===== src/rtl/nexys_starship_monster_array.sv =====
// Multi-lane monster controller: shared INIT/PLAY/OVER game FSM, per-lane spawn delay
// and shoot timeout, a cap on simultaneously active monsters and a saturating kill counter.
module nexys_starship_monster_array #(
    parameter int NUM_CH      = 4,
    parameter int TIMER_W     = 8,
    parameter int SHOOT_LIMIT = 10,
    parameter int SPAWN_DELAY = 1,
    parameter int MAX_ACTIVE  = 2,
    parameter int SCORE_W     = 8,
    localparam int CNT_W      = $clog2(NUM_CH + 1)
) (
    input  logic               Clk,
    input  logic               Reset,
    input  logic               timer_tick,
    input  logic               play_flag,
    input  logic               gameover_ctrl,
    input  logic [NUM_CH-1:0]  random,
    input  logic [NUM_CH-1:0]  kill,
    output logic               q_Init,
    output logic               q_Play,
    output logic               q_Over,
    output logic [NUM_CH-1:0]  monster,
    output logic               gameover,
    output logic [NUM_CH-1:0]  gameover_ch,
    output logic [CNT_W-1:0]   active_count,
    output logic [SCORE_W-1:0] kill_count
);
    localparam int SUM_W = SCORE_W + CNT_W;
    localparam logic [TIMER_W-1:0] DLY      = SPAWN_DELAY[TIMER_W-1:0];
    localparam logic [TIMER_W-1:0] LIMIT_M1 = TIMER_W'(SHOOT_LIMIT - 1);
    localparam logic [CNT_W:0]     MAX_A    = MAX_ACTIVE[CNT_W:0];

    // One-hot encoding so the state register bits drive q_Init/q_Play/q_Over directly.
    typedef enum logic [2:0] {
        INIT = 3'b001,
        PLAY = 3'b010,
        OVER = 3'b100
    } state_t;

    state_t               state_q;
    logic                 go_q;
    logic [NUM_CH-1:0]    mon_q, mon_d;
    logic [NUM_CH-1:0]    goc_q;
    logic [CNT_W-1:0]     active_q, active_d;
    logic [SCORE_W-1:0]   kill_q, kill_d;
    logic [TIMER_W-1:0]   timer_q [NUM_CH];
    logic [TIMER_W-1:0]   timer_d [NUM_CH];
    logic [TIMER_W-1:0]   delay_q [NUM_CH];
    logic [TIMER_W-1:0]   delay_d [NUM_CH];
    logic [NUM_CH-1:0]    timeout;
    logic [CNT_W-1:0]     grants;
    logic [CNT_W-1:0]     kills;
    logic [SUM_W-1:0]     kill_sum;
    logic                 end_game;
    logic                 clr;

    always_comb begin
        mon_d   = mon_q;
        timeout = '0;
        grants  = '0;
        kills   = '0;
        for (int i = 0; i < NUM_CH; i++) begin
            timer_d[i] = timer_q[i];
            delay_d[i] = delay_q[i];
            if (mon_q[i]) begin
                // A kill on the timeout tick wins: the timeout branch is never reached.
                if (kill[i]) begin
                    mon_d[i]   = 1'b0;
                    timer_d[i] = '0;
                    delay_d[i] = '0;
                    kills      = kills + 1'b1;
                end else if (timer_tick) begin
                    if (timer_q[i] == LIMIT_M1) timeout[i] = 1'b1;
                    else timer_d[i] = timer_q[i] + 1'b1;
                end
            end else if (delay_q[i] == DLY && random[i] &&
                         ({1'b0, active_q} + {1'b0, grants} < MAX_A)) begin
                mon_d[i]   = 1'b1;
                timer_d[i] = '0;
                delay_d[i] = '0;
                grants     = grants + 1'b1;
            end else if (timer_tick && delay_q[i] != DLY) begin
                delay_d[i] = delay_q[i] + 1'b1;
            end
        end
        active_d = '0;
        for (int i = 0; i < NUM_CH; i++) active_d = active_d + CNT_W'(mon_d[i]);
        kill_sum = SUM_W'(kill_q) + SUM_W'(kills);
        kill_d   = (kill_sum[SUM_W-1:SCORE_W] != '0) ? '1 : kill_sum[SCORE_W-1:0];
    end

    assign end_game = (|timeout) || gameover_ctrl;
    // Lane state is wiped in INIT, on an illegal state, and on the OVER->INIT edge.
    assign clr = (state_q != PLAY) && !(state_q == OVER && play_flag);

    always_ff @(posedge Clk) begin
        if (Reset) begin
            state_q <= INIT;
            go_q    <= 1'b0;
        end else begin
            case (state_q)
                INIT: begin
                    go_q <= 1'b0;
                    if (play_flag) state_q <= PLAY;
                end
                PLAY: if (end_game) begin
                    state_q <= OVER;
                    go_q    <= 1'b1;
                end
                OVER: if (!play_flag) begin
                    state_q <= INIT;
                    go_q    <= 1'b0;
                end
                default: begin
                    state_q <= INIT;
                    go_q    <= 1'b0;
                end
            endcase
        end
    end

    always_ff @(posedge Clk) begin
        if (Reset || clr) begin
            mon_q    <= '0;
            goc_q    <= '0;
            active_q <= '0;
            kill_q   <= '0;
            for (int i = 0; i < NUM_CH; i++) begin
                timer_q[i] <= '0;
                delay_q[i] <= '0;
            end
        end else if (state_q == PLAY) begin
            mon_q    <= mon_d;
            active_q <= active_d;
            kill_q   <= kill_d;
            for (int i = 0; i < NUM_CH; i++) begin
                timer_q[i] <= timer_d[i];
                delay_q[i] <= delay_d[i];
            end
            if (end_game) goc_q <= timeout;
        end
    end

    assign q_Init       = state_q[0];
    assign q_Play       = state_q[1];
    assign q_Over       = state_q[2];
    assign monster      = mon_q;
    assign gameover     = go_q;
    assign gameover_ch  = goc_q;
    assign active_count = active_q;
    assign kill_count   = kill_q;
endmodule


===== config.mk =====
export PLATFORM = sky130hd
export DESIGN_NAME = nexys_starship_monster_array
export DESIGN_NICKNAME = d
export VERILOG_FILES = /design/src/rtl/nexys_starship_monster_array.sv
export SDC_FILE = /design/constraint.sdc
export NUM_CORES = 1
export LEC_CHECK = 0
export CORE_MARGIN = 10
export CORE_UTILIZATION = 45
export CTS_BUF_LIST = sky130_fd_sc_hd__clkbuf_8
export CTS_CLUSTER_SIZE = 20
export DETAILED_ROUTE_END_ITERATION = 8
export DONT_BUFFER_PORTS = 1
export GPL_ROUTABILITY_DRIVEN = 0
export PLACE_DENSITY_LB_ADDON = 0.15
export SYNTH_ARGS = -nofsm -noshare
export SYNTH_HDL_FRONTEND = slang
export SYNTH_SLANG_ARGS = --single-unit

===== constraint.sdc =====
create_clock -name Clk -period 11.3 [get_ports Clk]
set_clock_uncertainty 0.2 [all_clocks]
set_input_delay 2.26 -clock Clk [delete_from_list [all_inputs] [get_ports Clk]]
set_output_delay 2.26 -clock Clk [all_outputs]
set_load 0.02 [all_outputs]

# [After elaboration in Yosys (flattened, before gate mapping)]
# Memory sizes are Yosys's and may differ from the RTL's.
# Cells that the tools add are included.
[op_classes] order_cmp=4 add_sub_neg=20 eq_ne=19 bitwise_logic=8 n_reduce_logical=22 mux=99
[ops] op="$mux 8" n=45
[ops] op="$add 8x1->8 const B" n=8
[ops] op="$mux 1" n=39
[ops] op="$mux 3" n=13
[ops] op="$eq 8x1->1 const B" n=4
[ops] op="$eq 8x4->1 const B" n=4
[ops] op="$ne 8x1->1 const B" n=4
[ops] op="$add 3x1->3 const B" n=5
[ops] op="$logic_and 1x1->1" n=14
[ops] op="$add 3x3->4" n=3
[ops] op="$lt 4x2->1 const B" n=3
[ops] op="$add 8x3->9" n=1
[ops] op="$pmux 3 s3" n=1
[ops] op="$or 1x1->1" n=8
[ops] op="$ne 2x2->1 const B" n=3
[ops] op="$reduce_and 2->1" n=2
[ops] op="$reduce_or 4->1" n=1
[ops] op="$add 2x1->3" n=1
[ops] op="$add 3x1->3" n=1
[ops] op="$eq 3x1->1 const B" n=1
[ops] op="$eq 3x2->1 const B" n=1
[ops] op="$eq 3x3->1 const B" n=1
[ops] op="$lt 3x2->1 const B" n=1
[ops] op="$ne 3x2->1 const B" n=1
[ops] op="6 further kinds" n=7
[word_totals] mem_bits_rw=64 n_memories=2 elab_cells=180 input_bits=13 register_bits=23 output_inout_bits=23
[memory_table] memory="delay_q" words=4 width=8 rd=4 rd_ports_with_merged_regs=0 wr=4 line_no="48" rtl="logic [TIMER_W-1:0] delay_q [NUM_CH];"
[memory_table] memory="timer_q" words=4 width=8 rd=4 rd_ports_with_merged_regs=0 wr=4 line_no="46" rtl="logic [TIMER_W-1:0] timer_q [NUM_CH];"

# [Logic depth before layout (Yosys ltp)]
# Gate-level depths: netlist of run 1.
# An unclocked memory read counts as a cell.
[depth] word_depth=22 depth_mapped=30 depth_no_buf=30

# [Worst setup path after synthesis of run 1]
# No wires, ideal clock.
[synth_path] path_type="input to register" startpoint="input random[0]" endpoint="register active_q[1], in the netlist active_count[1]" setup_time_ns=0.132 cell_stages=27 n_path_buf=0 slack_ns=2.838 required_ns=10.968 t_arrival_ns=8.129 path_cell_list="or3b_2 nor4_4 and2_2 ha_1 nor4b_2 ha_1 nor2b_1 or2_2 nand2_1 fa_1 and3b_1 o2111a_1 nand2_1 mux2_2 inv_1 fa_1 nor2_1 mux2i_1 nor4_1 o31ai_4 o21ba_2 fa_1 inv_1 ha_1 ha_1 nand2_1 a21oi_1"
[synth_via] elab_chain_len=20 word_cells_on_any_way=30 cone_classes="add/sub (8); order compare (3); mux (14); reduce/logical (5)"
[synth_lines] element="from (decl)" line_no="17" rtl="input logic [NUM_CH-1:0] random,"
[synth_lines] element="$logic_and 1x1->1 (*) (2 in a row)" line_no="76" rtl="end else if (delay_q[i] == DLY && random[i] &&"
[synth_lines] element="$mux 1" line_no="76"
[synth_lines] element="$mux 1" line_no="65" rtl="if (mon_q[i]) begin"
[synth_lines] element="$add 3x3->4" line_no="77" rtl="({1'b0, active_q} + {1'b0, grants} < MAX_A)) begin"
[synth_lines] element="$lt 4x2->1" line_no="77"
[synth_lines] element="$logic_and 1x1->1" line_no="76"
[synth_lines] element="$mux 3" line_no="76"
[synth_lines] element="$mux 3" line_no="65"
[synth_lines] element="[... 4 more ...]"
[synth_lines] element="$mux 3" line_no="65"
[synth_lines] element="$add 3x3->4" line_no="77"
[synth_lines] element="$lt 4x2->1" line_no="77"
[synth_lines] element="$logic_and 1x1->1" line_no="76"
[synth_lines] element="$mux 1" line_no="76"
[synth_lines] element="$mux 1" line_no="65"
[synth_lines] element="$add 3x1->3 (*)" line_no="87" rtl="for (int i = 0; i < NUM_CH; i++) active_d = active_d + CNT_W'(mon_d[i]);"
[synth_lines] element="via active_d[1]" line_no="44" rtl="logic [CNT_W-1:0] active_q, active_d;"
[synth_lines] element="to (signal assigned)" line_no="134" rtl="active_q <= active_d;"
[synth_lines] element="to (decl)" line_no="44"
# Mark *: on every way through the listed nets, which the timed path passes. The rest lies on a longest branch.
# A chain may end at the register's enable or synchronous reset.

# [Worst setup path in the final report of run 1]
# Ends and elaborated chain as after synthesis.

==> reports/metrics.yaml, run 1 <==
outcome: "completed"
startpoint_type: "input port"
io_buffers: 0
fp.dieH_um: 127.6
initial_core_util_pct: 45.82
grt_use_total_pct: 14.33
place_inst: 655
grt_max_degree: 22
vias: 3733
yosys.cell_types.count: 57
whs_path_depth: 2
grt_pass1_wl_um: 18610
avgRoutedWirePerCell_um: 16.83
p_leak_nw: 2.162
cts_hold_buffers: 0
critPathRequiredTime_ns: 11.35
synth_flop_cell: "edfxtp_1"
layout-area-overhead-vs-synth_pct: 6.028
root_buffer: "clkbuf_8"
max_slew.worst_pin.slew_ns: 1.203
antenna_found_initial: 0
rsz0062_at_grt: "no"
cp.depth: 27
slowest_delay_ns: 0.48
row_count: 39
avgSynthCellArea_um2: 9.962
drtAntennaViolNets: 0
synthCells: 523
drv_slew: 0
fp.dieArea_mm2: 0.01628
drtIter0Drc: 262
num_io_pins: 36
final-hold-violation-count: 0
slew_headroom_pct: 19.32
p_per_area_mw_per_mm2: 102.3
overflow: 0
endpoint_kind: "flip-flop"
setup_violations: 0
hold_class: "flip-flop to flip-flop"
post-cts-setup-buffers: 0
clk_pin_slew_ns: 0.09
syn-num-nets: 570
first_pass_iters: 4
cts_tree: "built"
period_minus_slack_ns: 8.624
die_w_um: 127.6
hpwl_um: 8369
crit_buf_inv: 2
crit_top_cell: "ha_1"
slowest_stage: "or3b_2"
clk_latency_ns: 0.38
synth_seq_area_share_pct: 45.73
nets: 570
maxCapViolations: 0
yosysWarnings: 0
clock_sinks: 87
drc_errors: 0
finalNonFillerCells: 671
fmax_mhz: 116.0
worst_ir_drop_vdd_uv: 74.99
drive_gt1_share_pct: 6.439
drt_wl_total_um: 11290
ys_seq_elements: 87
ctsResizeCount: 0
worstPathArrival_ns: 8.67
coreArea_mm2: 0.01137
synth_edf_count: 64
numCtsBuffers: 9
finish.utilization_pct: 48.59
crit_fanout: 6
grt_pass1_vias: 3615
via_per_inst: 5.563
ys_async_sr_fraction_pct: 0
fin_tns_setup_ns: 0
crit_family: "simple AND/OR/NAND/NOR gates"
path_class: "input port to flip-flop"
n_antenna_cell: 0
clk_path_buf_depth: 2
r2r_cells: 29
timing.final.crit_share_pct: 76.32
syn_area_mm2: 0.005210
cts_max_level: 3
-- layout make-up --
class / instances / area, µm²
sequential: 87 / 2382
tap: 143 / 178.9
clock buffer: 10 / 137.6
fill: 1049 / 5846
multi-input combinational: 404 / 2704
clock inverter: 6 / 35.03
inverter: 19 / 71.32
timing repair buffer: 2 / 15.01
-- cell families (layout without fill, tap and decap cells) --
group | Yosys count | count (layout) | synth area share [%]
fa+ha+maj | 34 | 34 | 8.742
buf+inv | 32 | 37 | 2.378
compound gates | 64 | 64 | 8.430
simple gates | 246 | 246 | 24.45
xor+xnor | 55 | 55 | 9.246
mux | 5 | 5 | 1.033
flops | 87 | 87 | 45.73
-- registers in the layout (all words and copies together), names as in the netlist --
name,flops
state_q,3
delay_q,32
gameover_ch,4
monster,4
kill_count,8
active_count,3
gameover,1
timer_q,32
-- cells in the mapped netlist, types with 2 or more instances --
cell type  count  area [µm²]
or3b_2         2       17.52
mux2_2         3       33.78
o211a_1        2       20.02
and2_1         2       12.51
nor3b_1        2       15.01
nor2b_1        7       43.79
and3b_1        5       43.79
o32ai_1        2       17.52
dfxtp_1       23       460.4
xnor2_1       12       105.1
nand4_1        2       12.51
and4_1         2       17.52
a31oi_1        5       31.28
buf_2          3       15.01
a21oi_1       21       105.1
xor2_1        43       376.6
a211oi_1       7       52.55
nand2_1       38       142.6
nand3_1       44       220.2
and4b_1        2       20.02
inv_1         19       71.32
o31ai_1        2       15.01
clkbuf_1      10       37.54
edfxtp_1      64        1922
ha_1          30       375.4
nor4_1         4       25.02
and3_1        20       125.1
nor3b_2        2       25.02
mux2i_1        2       20.02
nor3_1         9       45.04
fa_1           4       80.08
a22oi_1        2       15.01
a21o_1         4       30.03
nor4b_1        5       43.79
or3_1          5       31.28
o21ai_0        8       40.04
nand3b_1       3       22.52
a211o_1        2       17.52
nand2b_1       4       25.02
nor2_1        80       300.3
-- path summary, 6_finish.rpt --
check,from,endpoint,slack (ns)
max,random[0],active_count[1],2.68
min,gameover,gameover,0.39
max reg2reg,delay_q[0][1],active_count[1],3.74
min reg2reg,gameover,gameover,0.39
-- power by group --
group	switching [mW]	leakage, nW	internal, mW	total, mW
Combinational	0.00855	1.10	0.00603	0.0146
Sequential	0.00525	0.971	0.342	0.347
Clock	0.118	0.0899	0.0848	0.203
-- worst min-delay path: stages, from the launching register on --
cell and delay, ns:
dfxtp_1 0.40, inv_1 0.08, o2bb2ai_1 0.06
-- stage by stage --
step                      area [µm²]  worst slack, ns  hold slack [ns]  total power [mW]
final                           5524            2.676           0.3876            0.5651
after global routing            5524            2.091           0.4080            0.5829
after CTS                       5524            2.701           0.3944            0.5699
after detailed placement        5351            2.309           0.3811            0.3695
after global placement          5351            2.496           0.3783            0.3691
after floorplan                 5210            2.838           0.3318            0.3660
-- layout by cell type (no fill, tap or decap), drive strengths merged, types with 5 or more instances in the layout --
| cell type | count |
|---|---|
| nor2 | 81 |
| xnor2 | 12 |
| ha | 30 |
| or3 | 5 |
| and3b | 5 |
| nor4 | 5 |
| a211oi | 8 |
| nor3 | 9 |
| nand3 | 44 |
| edfxtp | 64 |
| xor2 | 43 |
| a31oi | 5 |
| and3 | 21 |
| nand2 | 38 |
| nor4b | 6 |
| inv | 20 |
| dfxtp | 23 |
| o21ai | 8 |
| clkbuf | 10 |
| nor2b | 7 |
| a21oi | 21 |
-- layer usage --
layer / up-vias / GRT usage (%) / routed length (µm)
met2: 73 / 21.43 / 4961
met1: 1768 / 18.17 / 5204
met4: 0 / 7.285 / 282
li1: 1871 / - / -
met3: 21 / 4.673 / 843
met5: - / 0 / 0
Note: power is estimated with default switching activity, not from simulation.
==> run 2: changes to the inputs <==
==> constraint.sdc (replaced) <==
create_clock -name Clk -period 8.7 [get_ports Clk]
set_clock_uncertainty 0.2 [all_clocks]
set_input_delay 1.74 -clock Clk [delete_from_list [all_inputs] [get_ports Clk]]
set_output_delay 1.74 -clock Clk [all_outputs]
set_load 0.02 [all_outputs]
==> reports/metrics.yaml, run 2 (synthesis results as in run 1) <==
r2r-start: "delay_q[0][1]"
p_total_uw: 774.1  # +37%
seqPwrFrac_pct: 58.3  # -3.2 points
clk_pin_slew_ns: 0.09  # about the same
startpoint_type: "input port"
worst_slack_ns: 0.7630  # -1.913 ns
drive_gt1_share_pct: 6.226  # -0.21 points
slowest_stage: "or3b_2"
layout-area-overhead-vs-synth_pct: 6.989
io_buffers: 0  # unchanged
combinationalPowerShare_pct: 2.5  # about the same
period_minus_slack_ns: 7.937
grt_max_degree: 22  # unchanged
drtAntennaViolNets: 0  # unchanged
grt_pass1_wl_um: 18700  # +0.48%
cp-startpoint: "random[0]"
worst_ir_drop_vdd_uv: 86.86  # +16%
r2r_end: "active_count[1]"
clk_path_buf_depth: 2  # unchanged
path_class: "input port to flip-flop"
pwr-share-clk_pct: 39.2  # +3.3 points
timing.final.crit_share_pct: 91.23
rsz0062_at_grt: "no"
drc_errors: 0  # unchanged
die_w_um: 127.6  # unchanged
crit_top_cell: "ha_1"
intPower_uw: 610.9  # +41%
via_per_inst: 5.547  # -0.30%
fp.dieArea_mm2: 0.01628  # unchanged
whs_path_depth: 2  # unchanged
r2r_setup_slack_ns: 1.34  # -2.40 ns
clk_latency_ns: 0.37  # about the same
antenna_found_initial: 0  # unchanged
post-cts-setup-buffers: 0  # unchanged
coreArea_mm2: 0.01137  # unchanged
maxCapViolations: 0  # unchanged
pre_cts_ws_ns: 0.4052  # -1.904 ns
avgRoutedWirePerCell_um: 16.90  # +0.44%
initial_core_util_pct: 45.82  # unchanged
seqCellArea_mm2: 0.002382  # unchanged
crit_fanout: 6  # unchanged
nets: 572  # +0.35%
drt_wl_total_um: 11370  # +0.74%
max_slew.worst_pin.slew_ns: 1.164  # -0.03920 ns
hold_class: "flip-flop to flip-flop"
fmax_mhz: 126.0
final-hold-violation-count: 0  # unchanged
slew_headroom_pct: 21.95  # +2.6 points
setup_violations: 0  # unchanged
overflow: 0  # unchanged
p_per_area_mw_per_mm2: 138.9  # +36%
num_io_pins: 36  # unchanged
cts_hold_buffers: 0  # unchanged
p_sw_share_pct: 21.09  # -2.3 points
first_pass_iters: 4  # unchanged
cts_max_level: 3  # unchanged
clock_sinks: 87  # unchanged
hpwl_um: 8478  # +1.3%
p_leak_nw: 2.196  # +1.6%
grt_use_total_pct: 14.37  # +0.041 points
numCtsBuffers: 9  # unchanged
cp-endpoint: "active_count[1]"
grt_pass1_vias: 3673  # +1.6%
worstPathArrival_ns: 7.98  # -0.69 ns
ctsResizeCount: 0  # unchanged
drv_slew: 0  # unchanged
r2r_cells: 31  # +6.9%
critPathRequiredTime_ns: 8.74  # -2.61 ns
multi_input_area_mm2: 0.002704  # unchanged
n_antenna_cell: 0  # unchanged
final_common_cell: "nor2_1"
most-common-layout-cells: "nor2_1, edfxtp_1, nand3_1"
root_buffer: "clkbuf_8"
switchingPower_uw: 163.2  # +24%
vias: 3733  # unchanged
endpoint_kind: "flip-flop"
drtIter0Drc: 228  # -13%
fp.dieH_um: 127.6  # unchanged
slowest_delay_ns: 0.48  # about the same
outcome: "completed"
row_count: 39  # unchanged
fin_tns_setup_ns: 0  # unchanged
cts_tree: "built"
fill_cells: 1070  # +2.0%
==> run 2: how the worst min path moves through the flow <==
| stage | start | endpoint | slack, ns |
|---|---|---|---|
| after global routing | gameover | gameover | 0.41 |
| after CTS | gameover | gameover | 0.40 |
| after detailed placement | gameover | gameover | 0.38 |
| after global placement | gameover | gameover | 0.38 |
| final | gameover | gameover | 0.39 |
| after floorplan | gameover | gameover | 0.33 |
==> run 2: final cells by class <==
type	instances	area share, %
multi-input combinational	404	48.51
timing repair buffer	4	0.5387
clock buffer	9	2.222
clock inverter	7	1.504
tap	143	3.210
inverter	19	1.279
sequential	87	42.74
==> run 2: power by group through the flow <==
stage          registers [mW]  clock network (mW)  logic [mW]
6_report                0.451               0.304      0.0191
3_5_place_dp            0.461                   0      0.0190
3_3_place_gp            0.461                   0      0.0188
4_1_cts                 0.451               0.313      0.0192
2_1_floorplan           0.459                   0      0.0162
5_1_grt                 0.452               0.327      0.0214
==> run 2: metrics by stage <==
step | hold WS (ns) | utilization (%) | cell area [µm²] | cells
after floorplan | 0.3318 | - | 5210 | 523
after global placement | 0.3789 | 47.20 | 5366 | 657
after detailed placement | 0.3836 | 47.20 | 5366 | 657
after CTS | 0.3976 | 49.03 | 5574 | 673
after global routing | 0.4145 | 49.03 | 5574 | 673
final | 0.3886 | 49.03 | 5574 | 673
==> run 2: critical path: cells and delay by family <==
kind	cells	cell delay [ns]
and+or+nand+nor	12	2.51
buffers and inverters	3	0.24
adders and majority gates	7	2.12
muxes	2	0.36
AOI/OAI and AO/OA	4	0.80
xor gates and xnor gates	1	0.17
==> run 2: metal layers <==
layer	track usage, %	up-vias	wire [µm]	part of all wire [%]
met5	0	-	0	0
met4	6.026	0	237	2.1
met3	4.880	15	806	7.1
met2	22.36	62	5126	45
met1	17.86	1778	5204	46
li1	-	1878	-	-
